<file path="config.mk">
export PLATFORM = sky130hd
export DESIGN_NAME = breath_duty_gen
export DESIGN_NICKNAME = d
export VERILOG_FILES = /design/src/rtl/breath_pkg.sv /design/src/rtl/breath_period_tick.sv /design/src/rtl/breath_duty_gen.sv
export SDC_FILE = /design/constraint.sdc
export NUM_CORES = 1
export LEC_CHECK = 0
export CAP_MARGIN = 20
export CELL_PAD_IN_SITES_DETAIL_PLACEMENT = 1
export CELL_PAD_IN_SITES_GLOBAL_PLACEMENT = 1
export CORE_MARGIN = 10
export CORE_UTILIZATION = 40
export DETAILED_ROUTE_END_ITERATION = 16
export PLACE_DENSITY_LB_ADDON = 0.1
export SLEW_MARGIN = 25
export SYNTH_ARGS = -nofsm -noshare
export SYNTH_HDL_FRONTEND = slang
export SYNTH_SLANG_ARGS = --single-unit
</file>
<file path="constraint.sdc">
create_clock -name i_clk -period 3.3 [get_ports i_clk]
set_input_delay 0.495 -clock i_clk [delete_from_list [all_inputs] [get_ports i_clk]]
set_output_delay 0.495 -clock i_clk [all_outputs]
set_load 0.02 [all_outputs]
</file>
<file path="src/rtl/breath_pkg.sv">
// breath_pkg: shared constants for the breathing-LED duty generator
// and for the two-counter PWM block it feeds.
package breath_pkg;

    localparam int BOUND_W = 8;

    localparam int PERIOD_DEF       = 200;
    localparam int DUTY_MIN_DEF     = 2;
    localparam int DUTY_MAX_DEF     = 198;
    localparam int STEP_DEF         = 4;
    localparam int HOLD_PERIODS_DEF = 8;

    typedef enum logic [1:0] {
        PH_RAMP_UP   = 2'd0,
        PH_HOLD_TOP  = 2'd1,
        PH_RAMP_DOWN = 2'd2,
        PH_HOLD_BOT  = 2'd3
    } phase_t;

endpackage

</file>
<file path="src/rtl/breath_period_tick.sv">
// breath_period_tick: finds the end of each PWM period as the
// 1->0 edge of the PWM block's state output.
module breath_period_tick (
    input  logic i_clk,
    input  logic i_rst,
    input  logic i_pwm_state,
    output logic tick
);

    logic pwm_prev;

    // Track the previous PWM state every cycle, regardless of enable.
    always_ff @(posedge i_clk) begin
        if (!i_rst) pwm_prev <= 1'b0;
        else        pwm_prev <= i_pwm_state;
    end

    assign tick = pwm_prev & ~i_pwm_state;

endmodule

</file>
<file path="src/rtl/breath_duty_gen.sv">
// breath_duty_gen: ramps, holds and releases the PWM on-bound once per
// completed PWM period, keeping the two bounds summing to PERIOD.
module breath_duty_gen
    import breath_pkg::*;
#(
    parameter int PERIOD       = PERIOD_DEF,
    parameter int DUTY_MIN     = DUTY_MIN_DEF,
    parameter int DUTY_MAX     = DUTY_MAX_DEF,
    parameter int STEP         = STEP_DEF,
    parameter int HOLD_PERIODS = HOLD_PERIODS_DEF
) (
    input  logic               i_clk,
    input  logic               i_rst,
    input  logic               i_en,
    input  logic               i_pwm_state,
    output logic [BOUND_W-1:0] o_upperBound1,
    output logic [BOUND_W-1:0] o_upperBound2,
    output logic [1:0]         o_phase,
    output logic               o_cycle_done
);

    localparam logic [8:0] MAX9  = 9'(DUTY_MAX);
    localparam logic [8:0] MIN9  = 9'(DUTY_MIN);
    localparam logic [8:0] STEP9 = 9'(STEP);

    localparam logic [BOUND_W-1:0] PER8  = BOUND_W'(PERIOD);
    localparam logic [BOUND_W-1:0] MAX8  = BOUND_W'(DUTY_MAX);
    localparam logic [BOUND_W-1:0] MIN8  = BOUND_W'(DUTY_MIN);
    localparam logic [BOUND_W-1:0] STEP8 = BOUND_W'(STEP);
    localparam logic [BOUND_W-1:0] HOLD_LAST = BOUND_W'(HOLD_PERIODS - 1);

    logic               tick;
    phase_t             phase;
    phase_t             phase_nxt;
    logic [BOUND_W-1:0] duty;
    logic [BOUND_W-1:0] duty_nxt;
    logic [BOUND_W-1:0] hold_cnt;
    logic [BOUND_W-1:0] hold_nxt;
    logic               done_nxt;
    logic [8:0]         sum_up;
    logic [8:0]         lim_dn;

    breath_period_tick u_tick (
        .i_clk       (i_clk),
        .i_rst       (i_rst),
        .i_pwm_state (i_pwm_state),
        .tick        (tick)
    );

    // State, duty and both bounds are registered together so a PWM
    // period never sees a half-updated pair of bounds.
    always_ff @(posedge i_clk) begin
        if (!i_rst) begin
            phase         <= PH_RAMP_UP;
            duty          <= MIN8;
            hold_cnt      <= '0;
            o_upperBound1 <= PER8 - MIN8;
            o_upperBound2 <= MIN8;
            o_cycle_done  <= 1'b0;
        end else begin
            phase         <= phase_nxt;
            duty          <= duty_nxt;
            hold_cnt      <= hold_nxt;
            o_upperBound1 <= PER8 - duty_nxt;
            o_upperBound2 <= duty_nxt;
            o_cycle_done  <= done_nxt;
        end
    end

    // Next phase/duty/hold count; only an enabled period end advances.
    always_comb begin
        phase_nxt = phase;
        duty_nxt  = duty;
        hold_nxt  = hold_cnt;
        done_nxt  = 1'b0;
        sum_up    = {1'b0, duty} + STEP9;
        lim_dn    = MIN9 + STEP9;
        if (tick && i_en) begin
            unique case (phase)
                PH_RAMP_UP: begin
                    if (sum_up >= MAX9) begin
                        duty_nxt  = MAX8;
                        hold_nxt  = '0;
                        phase_nxt = PH_HOLD_TOP;
                    end else begin
                        duty_nxt = sum_up[BOUND_W-1:0];
                    end
                end
                PH_HOLD_TOP: begin
                    if (hold_cnt == HOLD_LAST) begin
                        hold_nxt  = '0;
                        phase_nxt = PH_RAMP_DOWN;
                    end else begin
                        hold_nxt = hold_cnt + 1'b1;
                    end
                end
                PH_RAMP_DOWN: begin
                    if ({1'b0, duty} <= lim_dn) begin
                        duty_nxt  = MIN8;
                        hold_nxt  = '0;
                        phase_nxt = PH_HOLD_BOT;
                    end else begin
                        duty_nxt = duty - STEP8;
                    end
                end
                PH_HOLD_BOT: begin
                    if (hold_cnt == HOLD_LAST) begin
                        hold_nxt  = '0;
                        phase_nxt = PH_RAMP_UP;
                        done_nxt  = 1'b1;
                    end else begin
                        hold_nxt = hold_cnt + 1'b1;
                    end
                end
            endcase
        end
    end

    assign o_phase = phase;

endmodule

</file>
# Word-level counts from Yosys, hierarchy flattened
# Cells that the tools add are included.
[word_totals]
word_cells = 42
regBits = 28
in_bits = 4
[classes]
bitwise = 2
n_lt_le_gt_ge = 2
muxes = 14
reduce_logical = 6
addsub = 4
eq_ne = 8
[op_table]
columns = ["operator", "n"]
rows = [
  ["8-bit 2-to-1 mux", 6],
  ["8-bit case mux with 3 select lines", 1],
  ["8-bit case mux with 2 select lines", 1],
  ["8-bit by 3-bit adder with 9-bit output (second input constant)", 1],
  ["9-bit by 8-bit greater-or-equal comparator with 1-bit output (second input constant)", 1],
  ["8-bit by 1-bit adder with 8-bit output (second input constant)", 1],
  ["8-bit by 3-bit == test with 1-bit output (second input constant)", 1],
  ["8-bit by 3-bit <= comparator with 1-bit output (second input constant)", 1],
  ["2-bit 2-to-1 mux", 4],
  ["2-bit inequality test (second input constant)", 4],
  ["2-bit case mux with 4 select lines", 1],
  ["8-bit by 3-bit subtractor with 8-bit output (second input constant)", 1],
  ["8-bit subtractor (first input constant)", 1],
  ["3-bit AND reduction", 2],
  ["5-bit AND reduction", 1],
  ["2-bit == test (second input constant)", 2],
  ["2-bit by 1-bit == test with 1-bit output (second input constant)", 1],
  ["2-bit zero test", 1],
  ["2-bit OR reduction", 1],
  ["1-bit AND", 1],
  ["1-bit logical AND", 1],
  ["1-bit 2-to-1 mux", 1],
  ["1-bit inverter", 1],
]

# Longest topological paths before layout
[logic_depth]
depth_word = 6
depth_mapped = 13

# Cells and area by module
# A second synthesis with hierarchy kept.
[hier_totals]
cells_unflattened = 193
area_unflattened_um2 = 1609.0
[by_module_without_submodules]
columns = ["mod", "n_inst", "area_per_inst_um2", "seq_area_each_um2", "cells_each"]
rows = [
  ["breath_duty_gen", 1, 1572.8, 520.5, 190],
  ["breath_period_tick", 1, 36.3, 20.0, 3],
]

# Least setup slack after synthesis
# Ideal clock, no wire load.
[synth_timing]
path_type = "reg-to-reg"
startpoint = "register duty[2]"
endpoint = "register o_upperBound1[6]"
period_less_slack_ns = 2.777
setup_time_ns = 0.072
t_arrival_ns = 2.705
path_slack_ns = 0.523
path_buffers = 1
path_stages_with_launch = 12
cell_sequence = "dfxtp_1 > buf_2 > inv_1 > ha_1 > o41a_1 > a21boi_2 > o21a_1 > ha_1 > inv_1 > o21ai_1 > and3_1 > mux2i_1"
[synth_via]
elab_chain_cells = 6
word_cells_on_any_way = 9
cone_classes = "3 x add/sub; 2 x order compare; 4 x mux"
[synth_rtl]
columns = ["item", "line_no", "source"]
rows = [
  ["from (decl)", "breath_duty_gen.sv:35", "logic [BOUND_W-1:0] duty;"],
  ["from (signal assigned)", "breath_duty_gen.sv:62", "duty <= duty_nxt;"],
  ["8-bit by 3-bit adder with 9-bit output", "breath_duty_gen.sv:76", "sum_up = {1'b0, duty} + STEP9;"],
  ["9-bit by 8-bit greater-or-equal comparator with 1-bit output", "breath_duty_gen.sv:81", "if (sum_up >= MAX9) begin"],
  ["8-bit 2-to-1 mux", "breath_duty_gen.sv:81", ""],
  ["8-bit case mux with 2 select lines", "breath_duty_gen.sv:79", "unique case (phase)"],
  ["8-bit 2-to-1 mux *", "breath_duty_gen.sv:78", "if (tick && i_en) begin"],
  ["8-bit subtractor *", "breath_duty_gen.sv:64", "o_upperBound1 <= PER8 - duty_nxt;"],
  ["to (signal assigned)", "breath_duty_gen.sv:57", "o_upperBound1 <= PER8 - MIN8;"],
  ["to (signal assigned)", "breath_duty_gen.sv:64", ""],
  ["to (decl)", "breath_duty_gen.sv:16", "output logic [BOUND_W-1:0] o_upperBound1,"],
]
# Mark *: on every way between the ends. The rest lies on a longest branch, timed or not.
# A chain may end at the register's enable or synchronous reset.

# Worst setup path in the final report
# Same ends and word-level chain as after synthesis.

==> impl_results.md <==
- Hold Crit Class: reg -> reg
- Max IR drop VDD: 0.226 mV
- Area share of the largest cell type after synthesis: 0.320
- Crit path largest cell delay: 0.64 ns
- Setup Crit Path Kind: reg -> reg
- Core Area: 4030 µm²
- Syn Nets: 217
- Final ANT Viol Nets: 0
- Port Buffers: 22
- IO Pins: 23
- CTS root buf: clkbuf_8
- Fin. max-slew vios: 0
- Reg power frac: 0.599
- First-pass GRT wire length: 8.04 mm
- Htree depth: 1
- Top delay family on crit path: compound AO/OA/AOI/OAI gates
- Slew of the pin with the lowest slew margin: 0.683 ns
- Combinational Power Share: 0.058
- Hold_buf cts: 0
- Fin crit period: 3.11 ns
- Synth Register Bits: 27
- Via density: 5.66
- CP arrival: 3.30 ns
- Most frequent cells after synthesis: 27 x dfxtp_1, 23 x nor2_1, 16 x nand2_1
- Vias in the first global route: 1577
- Final RePlAce weighted congestion: 0.860
- Die area: 7210 µm²
- Share of cells above drive strength 1: 0.0818
- Postcts setup bufs: 0
- Top-count cell post-synth: dfxtp_1
- Max-cap violations: 0
- Gr usage total: 0.133
- Critical path required time: 3.50 ns
- Top area cells in the synthesized netlist: dfxtp_1 32%, ha_1 7.4%, nor2_1 5.1%
- Skew final: 0.00512 ns
- Drt pass-1 iters: 4
- FMAX: 322 MHz
- Final WL: 4.94 mm
- Worst-skew pair later-pin latency: 0.27 ns
- Iteration-0 DRC Markers: 128
- Ant. Diodes: 0
- Pin count of the biggest net entering global routing: 16
- Clock group share of total power: 0.343
- Post-synth cell types: 56
- P&R area growth vs syn: 17.0%
- Setup TNS: 0 ns
- DR vias: 1528
- Cell area after synthesis: 1690 µm²
- Outcome: finished clean
- Synth Flop Type: dfxtp_1
- Post-Syn Area per Cell: 8.31 µm²
- Routed length per instance: 18.3 µm
- Synth area leader: dfxtp_1
- Register area share after synthesis: 0.320
- Clock sink count: 27
- Die H: 84.9 µm
- Worst setup SP type: register
- CP max-delay cell: dfxtp_1
- Pwr dens: 279 nW/µm²
- Fin nets: 235
- Clk pin slew, worst setup/hold paths: 0.09 ns
- DRC errors left: 0
- FP Rows: 23
- LEAKAGE: 0.782 nW
- Net Switching: 123 µW
- Sw Ratio: 0.224
- Crit. End Element: register
- Period utilisation layout: 0.942
- TritonCTS Buffers: 3
- RSZ-0062 raised after global routing: no
- Async SR Flop Fraction: 0
- Cells after Synth: 203
- Grt total ovfl: 0
- CP Max Fanout: 15
- Starting Density: 0.419
- Total power: 550 µW
- Final setup fails: 0
- Initial antenna violation count: 0
- Final Hold Vio Count: 0
- Slew margin rel.: 0.541
- Die Width: 84.9 µm
- Pint: 427 µW
- Clock tree buffer depth: 2
- CTS tree: built
- HPWL after DPL: 3.91 mm
- Yosys warns: 0
- Critical-path cell list: inv_1 > ha_1 > o41a_1 > a21boi_2 > o21a_1 > ha_1 > inv_1 > o21ai_1 > and3_1 > mux2i_1
- CP bufs+invs: 2
- EDFF count, synth: 0
- CTS resizes: 0
flip-flops by register name, indices dropped and copies added (netlist names):
signal           cells
u_tick.pwm_prev      1
o_cycle_done         1
duty                 7
hold_cnt             8
o_phase              2
o_upperBound1        8
cell type report:
class	count	area [µm²]
flip-flops and latches	27	541
repair buffers	25	243
multi-input cells	154	1040
clock buffers	4	45.0
inverters	10	37.5
well taps	50	62.6
fillers	490	2060
per-stage QoR:
stage / utilization / setup slack [ns] / std cells / hold slack, ns / instance area [µm²]
3_5_place_dp: 0.479 / 0.275 / 266 / 0.500 / 1930
3_3_place_gp: 0.479 / 0.442 / 266 / 0.482 / 1930
4_1_cts: 0.490 / 0.236 / 270 / 0.514 / 1970
2_1_floorplan: - / 0.523 / 203 / 0.466 / 1690
6_report: 0.490 / 0.193 / 270 / 0.519 / 1970
5_1_grt: 0.490 / 0.00746 / 270 / 0.541 / 1970
cells in the final DEF (no fill, tap or decap), types with 2 or more instances in the layout:
cell,count
nor4_1,2
dfxtp_1,27
o31ai_1,2
inv_1,9
mux2i_1,2
xor2_1,5
nor2b_1,2
clkdlybuf4s50_1,22
nand2_1,16
ha_1,10
a211o_1,2
a31oi_1,5
o21ai_1,3
nand4_1,5
xnor2_1,6
clkbuf_8,3
o21ai_0,3
buf_4,3
o211ai_1,3
and2_1,9
nand3_1,11
nand2b_1,3
a21oi_1,3
nor2_1,23
and3_1,7
a32oi_1,3
o21a_1,3
per-layer routing:
metal  track usage  part of all wire
met5             0                 0
met4        0.0329             0.010
met3        0.0335             0.039
met2         0.209              0.44
met1         0.175              0.51
worst min-delay path: cells and delay by family, from the launching register on:
kind,cells,cell delay [ns]
flops,1,0.33
compound gates,2,0.15
kinds of logic after synthesis:
logic type      share of synthesized area
compound gates                      0.194
xor+xnor                           0.0668
simple gates                        0.266
flops                               0.320
buf+inv                            0.0601
mux                                0.0185
fa+ha+maj                          0.0742
final timing paths:
kind | depth (start not counted) | endpoint | startpoint | slack [ns]
setup / recovery | 10 | o_upperBound1[6]$_SDFF_PN1_ | duty[2]$_SDFF_PN0_ | 0.19
hold / removal | 2 | hold_cnt[1]$_SDFFE_PN0P_ | hold_cnt[1]$_SDFFE_PN0P_ | 0.52
setup reg to reg | 10 | o_upperBound1[6]$_SDFF_PN1_ | duty[2]$_SDFF_PN0_ | 0.19
hold reg to reg | 2 | hold_cnt[1]$_SDFFE_PN0P_ | hold_cnt[1]$_SDFFE_PN0P_ | 0.52
power groups by stage:
stage | combinational [mW] | sequential, mW | clock (mW)
after floorplan | 0.0183 | 0.337 | 0
after global routing | 0.0353 | 0.330 | 0.208
final | 0.0321 | 0.329 | 0.188
after CTS | 0.0322 | 0.329 | 0.198
after global placement | 0.0312 | 0.337 | 0
after detailed placement | 0.0320 | 0.337 | 0
Note: power is estimated with default switching activity, not from simulation.
==> variant, RTL diff (config.mk and constraints unchanged) <==
Make the reset (`i_rst`) asynchronous in 2 clocked blocks.
--- a/src/rtl/breath_period_tick.sv
+++ b/src/rtl/breath_period_tick.sv
@@ -10,7 +10,7 @@
     logic pwm_prev;
 
     // Track the previous PWM state every cycle, regardless of enable.
-    always_ff @(posedge i_clk) begin
+    always_ff @(posedge i_clk or negedge i_rst) begin
         if (!i_rst) pwm_prev <= 1'b0;
         else        pwm_prev <= i_pwm_state;
     end
--- a/src/rtl/breath_duty_gen.sv
+++ b/src/rtl/breath_duty_gen.sv
@@ -49,7 +49,7 @@
 
     // State, duty and both bounds are registered together so a PWM
     // period never sees a half-updated pair of bounds.
-    always_ff @(posedge i_clk) begin
+    always_ff @(posedge i_clk or negedge i_rst) begin
         if (!i_rst) begin
             phase         <= PH_RAMP_UP;
             duty          <= MIN8;
Function: differs if i_rst is asserted again (counterexample within 4 cycles, from zero or initial values and one cycle with i_rst low); with i_rst held inactive, the same outputs for 10 cycles.
==> variant against the unedited design <==
- synthesized area down 0.67%
- critical path depth is 2 lower
- sequential cell count unchanged
- hold slack got worse by 0.0068 ns
- die area down 0.52%
- wire length down 12%
- design area rose by 0.82%
- setup slack improved by 0.32 ns
- highest routed layer unchanged
Power is not compared: it rests on default switching activity, and its combinational part moved more than twofold at a synthesized area within 25%.
==> variant: results (changes against the unedited design) <==
* Fraction of synthesized cell area in xor and xnor cells at 0.0523 (-0.0145)
* Clk Latency, worst-skew pair at 0.29 ns (+0.02 ns)
* Synth top area cells: dfrtp_1 33%, dfstp_2 7.8%, ha_1 7.5%
* Top_reg_cell synth: dfrtp_1
* Mean routed wirelength per cell at 17.3 um (-5.3%)
* WP data arrival at 3.00 ns (-0.30 ns)
* Final period util at 0.846 (-0.0956)
* First-pass GRT wire length at 7560 um (-5.9%)
* Clk_skew at 0.00532 ns (+0.000201 ns)
* Sequential area share after synthesis at 0.407 (+0.0865)
* Hold Startpoint: hold_cnt[0]$_DFFE_PN0P_
* Reg2reg end: o_upperBound1[7]$_DFF_PN1_
* Pre-CTS WS at 0.462 ns (+0.187 ns)
* DRT iter0 DRCs at 58 (-55%)
* WHS at 0.512 ns (-0.00677 ns)
* DP HPWL at 3360 um (-14%)
* Reg2reg setup slack at 0.51 ns (+0.32 ns)
* Fillers at 463 (-5.5%)
* GPL Wtd Cong at 0.818 (-4.8%)
* Synth Area in Compound Gates at 0.186 (-0.00840)
* Post-synthesis mux area share at 0.0134 (-0.00510)
* Largest net degree at the start of global routing at 28 (+12)
* Total GRT Usage at 0.124 (-0.00834)
* GR Layer Usage met3 at 0.0329 (-0.000611)
* Fin nets at 216 (-8.1%)
* Synth cell types at 52 (-7.1%)
* Most used routing layer in global routing: met2
* Met1 Resource Use GR at 0.161 (-0.0140)
* Largest regs: duty x8, hold_cnt x8, o_upperBound1 x7
* Commonest cells post-synth: 22 x dfrtp_1, 14 x inv_1, 14 x nor2_1
* Syn_nets at 193 (-11%)
* Sink of the worst hold path: hold_cnt[0]$_DFFE_PN0P_
* Maximum net fanout on the critical path at 11 (-4)
* Asr flop ratio synth at 1.00 (+1.00)
* Run status: finished, final reports clean
* Synth Area in Adders at 0.0747 (+0.000499)
* M2 GR Usage at 0.201 (-0.00824)
* Leak at 0.860 nW
* Max_slew headroom at 0.566 (+0.0245)
* Layout cell share with drive strength beyond 1 at 0.129 (+0.0475)
[variant: cell count changes in the layout (fill, tap and decap cells not counted), sizes merged, moves of 4 or more]
cell   unedited run  this run
and2              9         1
nand4             5         1
dfrtp             0        22
inv              10        14
dfstp             0         5
or2               0         4
dfxtp            27         0
o21ai             7        17
a21oi             4         9
nor2             24        14
[variant: power breakdown]
group	switching, mW	total, mW	leakage, nW	internal [mW]
Combinational	0.338	0.599	0.503	0.261
Clock	0.120	0.206	0.0217	0.0862
Sequential	0.0886	0.491	0.335	0.402
Total	0.546	1.30	0.860	0.750
[variant: through the flow]
stage / instances / power (mW) / instance area (um2)
after floorplan: 179 / 0.868 / 1680
after global placement: 247 / 1.07 / 1940
after detailed placement: 247 / 1.10 / 1940
after CTS: 251 / 1.30 / 1990
after global routing: 251 / 1.39 / 1990
final: 251 / 1.30 / 1990
[variant: worst max-delay path, cell delays in order (launching register included)]
cell and delay, ns:
dfrtp_1 0.55, nor3_2 0.37, nor3b_1 0.37, a21bo_1 0.39, nor2_1 0.15, a31oi_1 0.24
o31a_1 0.30, a31oi_1 0.14, xnor2_1 0.21
[variant: layout make-up]
| cell class | instances | area share |
|---|---|---|
| Clock buffer | 3 | 0.0208 |
| Clock inverter | 1 | 0.00377 |
| Inverter | 14 | 0.0264 |
| Multi-Input combinational cell | 131 | 0.453 |
| Sequential cell | 27 | 0.343 |
| Tap cell | 50 | 0.0314 |
| Timing Repair Buffer | 25 | 0.122 |
[variant: metal layers]
metal  vias up  routed length [um]
li1        666                   -
met1       689                2000
met2        26                2080
met3         6                 219
met4         0                  44
met5         -                   0
